===== src/rtl/seq_scan_ctrl_pkg.sv =====
// Shared definitions for the serial pattern scanner.
// Holds the controller state encoding, the pattern/length loaded at reset and the
// default parameter values used by the interface and the top level.
package seq_scan_ctrl_pkg;

  localparam int unsigned MaxPatDefault = 8;
  localparam int unsigned CntWDefault   = 16;

  // Reset pattern 'b101 of length 3; zero-extended to MAX_PAT where used.
  localparam logic [7:0] RstPattern = 8'b0000_0101;
  localparam logic [3:0] RstLen     = 4'd3;

  typedef enum logic [1:0] {
    StIdle,
    StShift,
    StDone
  } state_e;

endpackage


===== src/rtl/seq_scan_ctrl_if.sv =====
// Bus bundle for seq_scan_ctrl.
// Groups the config port (cfg_we/cfg_pattern/cfg_len/cfg_err), the byte input
// handshake (in_valid/in_data/in_last/in_ready) and the result outputs
// (match/match_pos/match_count/busy/done).
// master: the side that drives bytes and config; slave: the scanner.
interface seq_scan_ctrl_if
  import seq_scan_ctrl_pkg::*;
#(
  parameter int unsigned MAX_PAT = MaxPatDefault,
  parameter int unsigned CNT_W   = CntWDefault
);

  logic               cfg_we;
  logic [MAX_PAT-1:0] cfg_pattern;
  logic [3:0]         cfg_len;
  logic               cfg_err;

  logic               in_valid;
  logic [7:0]         in_data;
  logic               in_last;
  logic               in_ready;

  logic               match;
  logic [CNT_W-1:0]   match_pos;
  logic [CNT_W-1:0]   match_count;
  logic               busy;
  logic               done;

  modport master (
    output cfg_we, cfg_pattern, cfg_len, in_valid, in_data, in_last,
    input  cfg_err, in_ready, match, match_pos, match_count, busy, done
  );

  modport slave (
    input  cfg_we, cfg_pattern, cfg_len, in_valid, in_data, in_last,
    output cfg_err, in_ready, match, match_pos, match_count, busy, done
  );

endinterface


===== src/rtl/seq_scan_ctrl_bit_serializer.sv =====
// Byte-to-bit serializer for seq_scan_ctrl.
// Latches an accepted byte and its last flag, then presents its bits MSB first
// via a down-counting bit index. Also produces the input ready and handshake.
// Ports:
//   clk, rst_n          clock, synchronous active-low reset
//   in_valid/in_data/in_last  byte input
//   idle, shift         controller is in IDLE / SHIFT
//   in_ready, accept    ready to the source, and ready & valid
//   bit_out             data bit at the current index
//   idx_zero            current bit is the byte's last (bit 0)
//   last                latched in_last of the byte being shifted
module seq_scan_ctrl_bit_serializer (
  input  logic       clk,
  input  logic       rst_n,
  input  logic       in_valid,
  input  logic [7:0] in_data,
  input  logic       in_last,
  input  logic       idle,
  input  logic       shift,
  output logic       in_ready,
  output logic       accept,
  output logic       bit_out,
  output logic       idx_zero,
  output logic       last
);

  logic [7:0] data_q, data_d;
  logic       last_q, last_d;
  logic [2:0] bit_idx_q, bit_idx_d;

  assign idx_zero = (bit_idx_q == 3'd0);
  // Next byte can only be taken in its predecessor's bit-0 cycle, and never
  // after the frame's final byte.
  assign in_ready = rst_n && (idle || (shift && idx_zero && !last_q));
  assign accept   = in_valid && in_ready;
  assign bit_out  = data_q[bit_idx_q];
  assign last     = last_q;

  always_comb begin
    data_d    = data_q;
    last_d    = last_q;
    bit_idx_d = bit_idx_q;
    if (accept) begin
      data_d    = in_data;
      last_d    = in_last;
      bit_idx_d = 3'd7;
    end else if (shift && !idx_zero) begin
      bit_idx_d = bit_idx_q - 3'd1;
    end
  end

  always_ff @(posedge clk) begin
    if (!rst_n) begin
      data_q    <= '0;
      last_q    <= 1'b0;
      bit_idx_q <= '0;
    end else begin
      data_q    <= data_d;
      last_q    <= last_d;
      bit_idx_q <= bit_idx_d;
    end
  end

endmodule


===== src/rtl/seq_scan_ctrl.sv =====
// Serial pattern scanner over a byte stream.
// Bytes are serialized MSB first into a sliding window that is compared with a
// programmable 1..MAX_PAT bit pattern (overlapping matches allowed). Every match
// is reported with its frame bit index; matches per frame are counted
// (saturating) and done pulses at frame end.
// Ports:
//   clk, rst_n  clock, synchronous active-low reset
//   bus         seq_scan_ctrl_if slave: config, byte input, results
module seq_scan_ctrl
  import seq_scan_ctrl_pkg::*;
#(
  parameter int unsigned MAX_PAT = MaxPatDefault,
  parameter int unsigned CNT_W   = CntWDefault
) (
  input logic            clk,
  input logic            rst_n,
  seq_scan_ctrl_if.slave bus
);

  localparam int unsigned FillW = $clog2(MAX_PAT + 1);

  state_e             state_q, state_d;
  logic               frame_open_q, frame_open_d;
  logic [MAX_PAT-1:0] window_q, window_d;
  logic [FillW-1:0]   fill_q, fill_d;
  logic [CNT_W-1:0]   bit_cnt_q, bit_cnt_d;
  logic [CNT_W-1:0]   match_count_q, match_count_d;
  logic               match_q, match_d;
  logic [CNT_W-1:0]   match_pos_q, match_pos_d;
  logic [MAX_PAT-1:0] pat_q;
  logic [3:0]         len_q;
  logic               cfg_err_q;

  logic               ser_accept, ser_bit, ser_idx_zero, ser_last, ser_ready;
  logic [MAX_PAT-1:0] win_shift, pat_mask;
  logic [FillW-1:0]   fill_inc;
  logic               hit, cfg_ok;

  seq_scan_ctrl_bit_serializer u_ser (
    .clk      (clk),
    .rst_n    (rst_n),
    .in_valid (bus.in_valid),
    .in_data  (bus.in_data),
    .in_last  (bus.in_last),
    .idle     (state_q == StIdle),
    .shift    (state_q == StShift),
    .in_ready (ser_ready),
    .accept   (ser_accept),
    .bit_out  (ser_bit),
    .idx_zero (ser_idx_zero),
    .last     (ser_last)
  );

  // Only the low len bits of window and pattern take part in the compare.
  always_comb begin
    pat_mask = '0;
    for (int unsigned i = 0; i < MAX_PAT; i++) begin
      pat_mask[i] = (i < 32'(len_q));
    end
  end

  assign win_shift = {window_q[MAX_PAT-2:0], ser_bit};
  assign fill_inc  = (fill_q == FillW'(MAX_PAT)) ? fill_q : fill_q + FillW'(1);
  // Compare against the window including this cycle's bit.
  assign hit = (32'(fill_inc) >= 32'(len_q)) &&
               ((win_shift & pat_mask) == (pat_q & pat_mask));

  assign cfg_ok = bus.cfg_we && (state_q == StIdle) && !frame_open_q &&
                  (bus.cfg_len != 4'd0) && (32'(bus.cfg_len) <= MAX_PAT);

  always_comb begin
    state_d       = state_q;
    frame_open_d  = frame_open_q;
    window_d      = window_q;
    fill_d        = fill_q;
    bit_cnt_d     = bit_cnt_q;
    match_count_d = match_count_q;
    match_d       = 1'b0;
    match_pos_d   = '0;
    unique case (state_q)
      StIdle: begin
        if (ser_accept) begin
          state_d = StShift;
          // First byte of a frame; a resumed frame keeps its window and counters.
          if (!frame_open_q) begin
            frame_open_d  = 1'b1;
            window_d      = '0;
            fill_d        = '0;
            bit_cnt_d     = '0;
            match_count_d = '0;
          end
        end
      end
      StShift: begin
        window_d  = win_shift;
        fill_d    = fill_inc;
        bit_cnt_d = bit_cnt_q + CNT_W'(1);
        if (hit) begin
          match_d     = 1'b1;
          match_pos_d = bit_cnt_q;
          if (match_count_q != {CNT_W{1'b1}}) begin
            match_count_d = match_count_q + CNT_W'(1);
          end
        end
        if (ser_idx_zero) begin
          if (ser_last) begin
            state_d = StDone;
          end else if (!ser_accept) begin
            state_d = StIdle;
          end
        end
      end
      StDone: begin
        state_d      = StIdle;
        frame_open_d = 1'b0;
      end
      default: state_d = StIdle;
    endcase
  end

  always_ff @(posedge clk) begin
    if (!rst_n) begin
      state_q       <= StIdle;
      frame_open_q  <= 1'b0;
      window_q      <= '0;
      fill_q        <= '0;
      bit_cnt_q     <= '0;
      match_count_q <= '0;
      match_q       <= 1'b0;
      match_pos_q   <= '0;
      pat_q         <= MAX_PAT'(RstPattern);
      len_q         <= RstLen;
      cfg_err_q     <= 1'b0;
    end else begin
      state_q       <= state_d;
      frame_open_q  <= frame_open_d;
      window_q      <= window_d;
      fill_q        <= fill_d;
      bit_cnt_q     <= bit_cnt_d;
      match_count_q <= match_count_d;
      match_q       <= match_d;
      match_pos_q   <= match_pos_d;
      if (cfg_ok) begin
        pat_q <= bus.cfg_pattern;
        len_q <= bus.cfg_len;
      end
      cfg_err_q <= bus.cfg_we && !cfg_ok;
    end
  end

  assign bus.in_ready    = ser_ready;
  assign bus.match       = match_q;
  assign bus.match_pos   = match_pos_q;
  assign bus.match_count = match_count_q;
  assign bus.cfg_err     = cfg_err_q;
  assign bus.busy        = rst_n && (state_q == StShift);
  assign bus.done        = rst_n && (state_q == StDone);

endmodule


===== src/flat_wrapper.sv =====
// flat-port wrapper written by rule: the top's interface ports become plain ports
module seq_scan_ctrl_flat import seq_scan_ctrl_pkg::*;
#(
  parameter int unsigned MAX_PAT = MaxPatDefault,
  parameter int unsigned CNT_W   = CntWDefault
)
  (clk, rst_n, bus_cfg_we, bus_cfg_pattern, bus_cfg_len, bus_in_valid, bus_in_data, bus_in_last, bus_cfg_err, bus_in_ready, bus_match, bus_match_pos, bus_match_count, bus_busy, bus_done);
  seq_scan_ctrl_if #(.MAX_PAT(MAX_PAT), .CNT_W(CNT_W)) bus_i ();
  input logic clk;
  input logic rst_n;
  input wire logic [$bits(bus_i.cfg_we)-1:0] bus_cfg_we;
  input wire logic [$bits(bus_i.cfg_pattern)-1:0] bus_cfg_pattern;
  input wire logic [$bits(bus_i.cfg_len)-1:0] bus_cfg_len;
  input wire logic [$bits(bus_i.in_valid)-1:0] bus_in_valid;
  input wire logic [$bits(bus_i.in_data)-1:0] bus_in_data;
  input wire logic [$bits(bus_i.in_last)-1:0] bus_in_last;
  output wire logic [$bits(bus_i.cfg_err)-1:0] bus_cfg_err;
  output wire logic [$bits(bus_i.in_ready)-1:0] bus_in_ready;
  output wire logic [$bits(bus_i.match)-1:0] bus_match;
  output wire logic [$bits(bus_i.match_pos)-1:0] bus_match_pos;
  output wire logic [$bits(bus_i.match_count)-1:0] bus_match_count;
  output wire logic [$bits(bus_i.busy)-1:0] bus_busy;
  output wire logic [$bits(bus_i.done)-1:0] bus_done;
  assign bus_i.cfg_we = bus_cfg_we;
  assign bus_i.cfg_pattern = bus_cfg_pattern;
  assign bus_i.cfg_len = bus_cfg_len;
  assign bus_i.in_valid = bus_in_valid;
  assign bus_i.in_data = bus_in_data;
  assign bus_i.in_last = bus_in_last;
  assign bus_cfg_err = bus_i.cfg_err;
  assign bus_in_ready = bus_i.in_ready;
  assign bus_match = bus_i.match;
  assign bus_match_pos = bus_i.match_pos;
  assign bus_match_count = bus_i.match_count;
  assign bus_busy = bus_i.busy;
  assign bus_done = bus_i.done;
  seq_scan_ctrl #(.MAX_PAT(MAX_PAT), .CNT_W(CNT_W)) u_core (.clk(clk), .rst_n(rst_n), .bus(bus_i));
endmodule

===== config.mk =====
export PLATFORM = sky130hd
export DESIGN_NAME = seq_scan_ctrl_flat
export DESIGN_NICKNAME = d
export VERILOG_FILES = /design/src/rtl/seq_scan_ctrl_pkg.sv /design/src/rtl/seq_scan_ctrl_if.sv /design/src/rtl/seq_scan_ctrl_bit_serializer.sv /design/src/rtl/seq_scan_ctrl.sv /design/src/flat_wrapper.sv
export SDC_FILE = /design/constraint.sdc
export NUM_CORES = 1
export LEC_CHECK = 0
export ABC_AREA = 1
export BUFFER_PORTS_ARGS = -buffer_cell sky130_fd_sc_hd__buf_2
export CAP_MARGIN = 20
export CORE_MARGIN = 5
export CORE_UTILIZATION = 57
export DETAILED_ROUTE_END_ITERATION = 8
export PLACE_DENSITY = 0.79
export SETUP_SLACK_MARGIN = 0.3
export SLEW_MARGIN = 20
export SYNTH_ARGS = -nofsm -noshare
export SYNTH_HDL_FRONTEND = slang
export SYNTH_HIERARCHICAL = 1
export SYNTH_SLANG_ARGS = --single-unit

===== constraint.sdc =====
create_clock -name clk -period 3.1 [get_ports clk]
set_clock_uncertainty 0.05 [all_clocks]
set_input_delay 0.62 -clock clk [delete_from_list [all_inputs] [get_ports clk]]
set_output_delay 0.62 -clock clk [all_outputs]
set_load 0.01 [all_outputs]

==> summary by stage <==
Finish
The count of fill cells added during filler insertion is 673. The repair_antennas step left the layout with diodes totalling 0. The finished layout cell area is 5087 sq um. The utilization after layout is 66.88%. Leaving out fill and tap cells, the most frequent cell in the layout is sky130_fd_sc_hd__nand2_1. From synthesis to final layout, the design area changed by 16.27%.

After the last flow step, the layout net total stands at 712. The ratio of cells with drive above 1 in the final layout is 21.11%. The top cell types in the final layout, fill and taps aside, are sky130_fd_sc_hd__nand2_1 (121), sky130_fd_sc_hd__dfxtp_1 (88), sky130_fd_sc_hd__nor2_1 (85). Leaving out filler cells and counting taps, the final layout contains 784.

Floorplan
The area of the core region is 7607 sq um. The floorplan row count is 32. The die covers 9529 sq um. 62 I/O pins were placed. The vertical die dimension is 97.62 microns.

The starting utilization of the core area is 57.52%. The die span in x is 97.62 microns.

Timing
Setup total negative slack on the finished layout was measured at 0 ps. Hold is met by 403.8 ps. For this run, the top clock speed supported by timing is 382.5 MHz. Setup violations remaining at the end of the flow were counted as 0. The minimum clock period after layout is 2614 ps. The max-slew violation count is 0.

Setup repair after global routing could not meet its margin everywhere. In the finished design, the share of the clock period the worst path needs comes to 84.34%. Across all setup checks in the final design, the least slack found is 485.6 ps.

The final count of hold timing violations is 0. For the pin with the worst max-slew slack, the measured transition is 513.4 ps. In this run the tightest slew margin relative to its limit is 65.63%.

Detailed routing
The initial detailed-routing violation count is 202. The sum of routed wire length over all layers is 9857 microns. The via total after detailed routing is 4114. The remaining design rule violation count is 0. In the final routed layout, each cell accounts on average for 12.57 microns. In this run the remaining antenna-violating nets after routing total 0. After detailed routing, the number of vias per cell comes to 5.247. The number of optimization iterations in the first detailed-route pass is 5.

Synth
For this run, the number of Yosys warnings is 6. The number of nets in the synthesized netlist is 645. The flip-flop and latch count after synthesis is 88. sky130_fd_sc_hd__dfxtp_1 takes more of the synthesized area than any other cell. The sequential cell area fraction in the yosys report is 40.26%.

In the synthesized netlist, the number of instances is 610. After synthesis, the cell types taking the most area are sky130_fd_sc_hd__dfxtp_1 (40%), sky130_fd_sc_hd__nand2_1 (10%), sky130_fd_sc_hd__nor2_1 (7.5%), sky130_fd_sc_hd__inv_1 (6.1%), sky130_fd_sc_hd__nand3_1 (5.7%). Synthesis instantiated 36 different standard cells from the library.

The synthesized cell area is 4375 sq um. The average cell area after synthesis is 7.173 sq um. Summed over its instances, the top area cell type makes up 40.26% of the synthesized netlist area.

GRT
The number of global-route vias before repair came to 3806. Global routing used 20.64% of the available tracks across all layers. Global routing finished with a remaining overflow of 0.

The initial antenna violation count is 0. The maximum number of pins on one net before global-route repair is 41. The wire length of the first global-routing pass is 16770 microns.

Critical path
By startpoint and endpoint, the worst setup path is classified as reg -> reg. The category of the worst setup path capture point is a flop. The reg-to-reg critical path endpoint is u_core/bus.match_count[1].

The startpoint identified for the worst register-to-register timing path is u_core/u_ser/bit_idx_q[0]. The required time of the critical path is 3270 ps. The element type at the critical path start is a flop. Data arrives at the worst endpoint at 2780 ps. In this run the worst path has a maximum fanout of 13. The setup check on the worst reg-to-reg path leaves a slack of 490 ps. For the worst flop-to-flop path, the logic depth is 16.

Power
Registers are responsible for 49.3% of the overall power. The peak ir drop on the vdd network is 299.8 uV. The clock network power share is 36.3%. For this design the static power due to leakage is 2.197 nW. The total internal power is 1.748 mW. Net switching is 27.92% of the power.

In this run the power spent charging and discharging nets is 0.6769 mW. The design draws 2.425 mW. The cell area power density is 476.6 nW/um^2. Of the total power, combinational logic draws 14.4%.

Worst hold path
The worst hold path passes through 2 cells. The launch instance of the worst min-delay path is u_core/bit_cnt_q[4]. The worst hold path terminates at u_core/bus.match_pos[4]. The worst hold-check path type is reg -> reg.

Clock network
In this run, post-CTS hold repair placed 0 buffers. The number of buffers on the longest clock path is 2. The clock reaches the later pin of the worst-skew pair after 350 ps. The root buffer cell is sky130_fd_sc_hd__clkbuf_8.

The number of buffers added by the clock tree synthesis step is 9. The sink count of the clock tree is 88. The number of H-tree levels is 3. TritonCTS built the clock tree. The clock transition at the registers of the reported paths is 90 ps.

Placement
The post-DP HPWL is 6969 microns. The count of buffers from port buffering is 61. The standard cell area after detailed placement is 4748 sq um. The minimum setup slack after placement is 128.5 ps. The placed instance count is 761. At the end of routability-driven placement, the weighted congestion stood at 0.8859.

Outcome
The flow ran to the end, and the final reports show no timing, DRC or antenna violations.

Run
The count of max-cap constraint violations is 0.
[power by group through the flow]
stage	logic, mW	registers [mW]	clock network (mW)
3_5_place_dp	0.323	1.22	0
3_3_place_gp	0.313	1.22	0
2_1_floorplan	0.250	1.21	0
4_1_cts	0.331	1.19	0.901
5_1_grt	0.393	1.20	0.953
6_report	0.349	1.19	0.881
[timing repair]
action / 4_1_cts / 5_1_grt
setup buffers: 3 / 2
setup endpoints to repair: 17 / 27
pin swaps: 1 / 2
gates cloned: 0 / 2
resized for setup: 3 / 8
[kinds of logic after synthesis]
kind of cell / Yosys count / share of synthesized area [%]
buf+inv: 97 / 9.179
simple gates: 321 / 33.26
xor+xnor: 17 / 3.403
fa+ha+maj: 10 / 2.860
flops: 88 / 40.26
compound gates: 77 / 11.04
[worst max-delay path by stage]
stage | from | end | slack (ps) | cells past startpoint
final | u_core/u_ser/bit_idx_q[0] | u_core/bus.match_count[1] | 490 | 16
after global routing | u_core/fill_q[0] | u_core/bus.match_pos[15] | 260 | 12
after CTS | u_core/u_ser/bit_idx_q[0] | u_core/bit_cnt_q[11] | 340 | 18
after detailed placement | u_core/u_ser/bit_idx_q[0] | u_core/bus.match_count[11] | 130 | 16
after global placement | u_core/u_ser/bit_idx_q[0] | u_core/bus.match_count[11] | 260 | 16
after floorplan | u_core/state_q[0] | u_core/bus.match_count[15] | 840 | 17
[final cells by class]
class                      instances  area (sq um)  share of cell area, %
tap                              102         127.6                  2.509
timing repair buffer              72         400.4                  7.870
sequential                        88          1762                  34.63
clock buffer                       9         123.9                  2.435
inverter                          79         299.0                  5.878
multi-input combinational        427          2275                  44.71
clock inverter                     7         100.1                  1.968
[metal layers]
layer	track usage, %	routed length, microns	vias up
li1	-	-	2106
met1	25.95	4527	1883
met2	34.63	4716	117
met3	5.097	545	8
met4	6.709	68	0
met5	0	0	-
[cells in the mapped netlist (all sizes together)]
library cell,number
buf,9
dfxtp,88
ha,10
a32oi,1
xnor2,7
o22ai,1
o21bai,1
a211oi,1
clkinv,2
nand4,15
xor2,10
nor4,1
nand3,53
nor3,14
o211ai,4
a21oi,35
nand3b,1
o21ai,25
nand2,139
o32ai,4
a32o,4
nor2,98
a31oi,1
clkbuf,9
inv,77
[sequential cells by signal, indices dropped and copies added, names as in the netlist, 2 cells and up]
name	cells
u_core/bit_cnt_q	16
u_core/bus.match_count	16
u_core/bus.match_pos	16
u_core/fill_q	4
u_core/len_q	4
u_core/pat_q	8
u_core/state_q	2
u_core/u_ser/bit_idx_q	3
u_core/u_ser/data_q	8
u_core/window_q	7
[worst max-delay path: stages, from the launching register on]
cell	delay [ps]
sky130_fd_sc_hd__dfxtp_1	350
sky130_fd_sc_hd__inv_2	120
sky130_fd_sc_hd__ha_1	180
sky130_fd_sc_hd__inv_1	60
sky130_fd_sc_hd__nor2_2	120
sky130_fd_sc_hd__nand2_2	80
sky130_fd_sc_hd__nand2_4	120
sky130_fd_sc_hd__nand3_4	170
sky130_fd_sc_hd__inv_4	140
sky130_fd_sc_hd__nand2_1	100
sky130_fd_sc_hd__nand2_4	150
sky130_fd_sc_hd__inv_2	130
sky130_fd_sc_hd__nor2_4	180
sky130_fd_sc_hd__nand3_4	190
sky130_fd_sc_hd__buf_12	200
sky130_fd_sc_hd__nand3_1	70
sky130_fd_sc_hd__a21oi_1	70
Note: power is estimated with default switching activity, not from simulation.
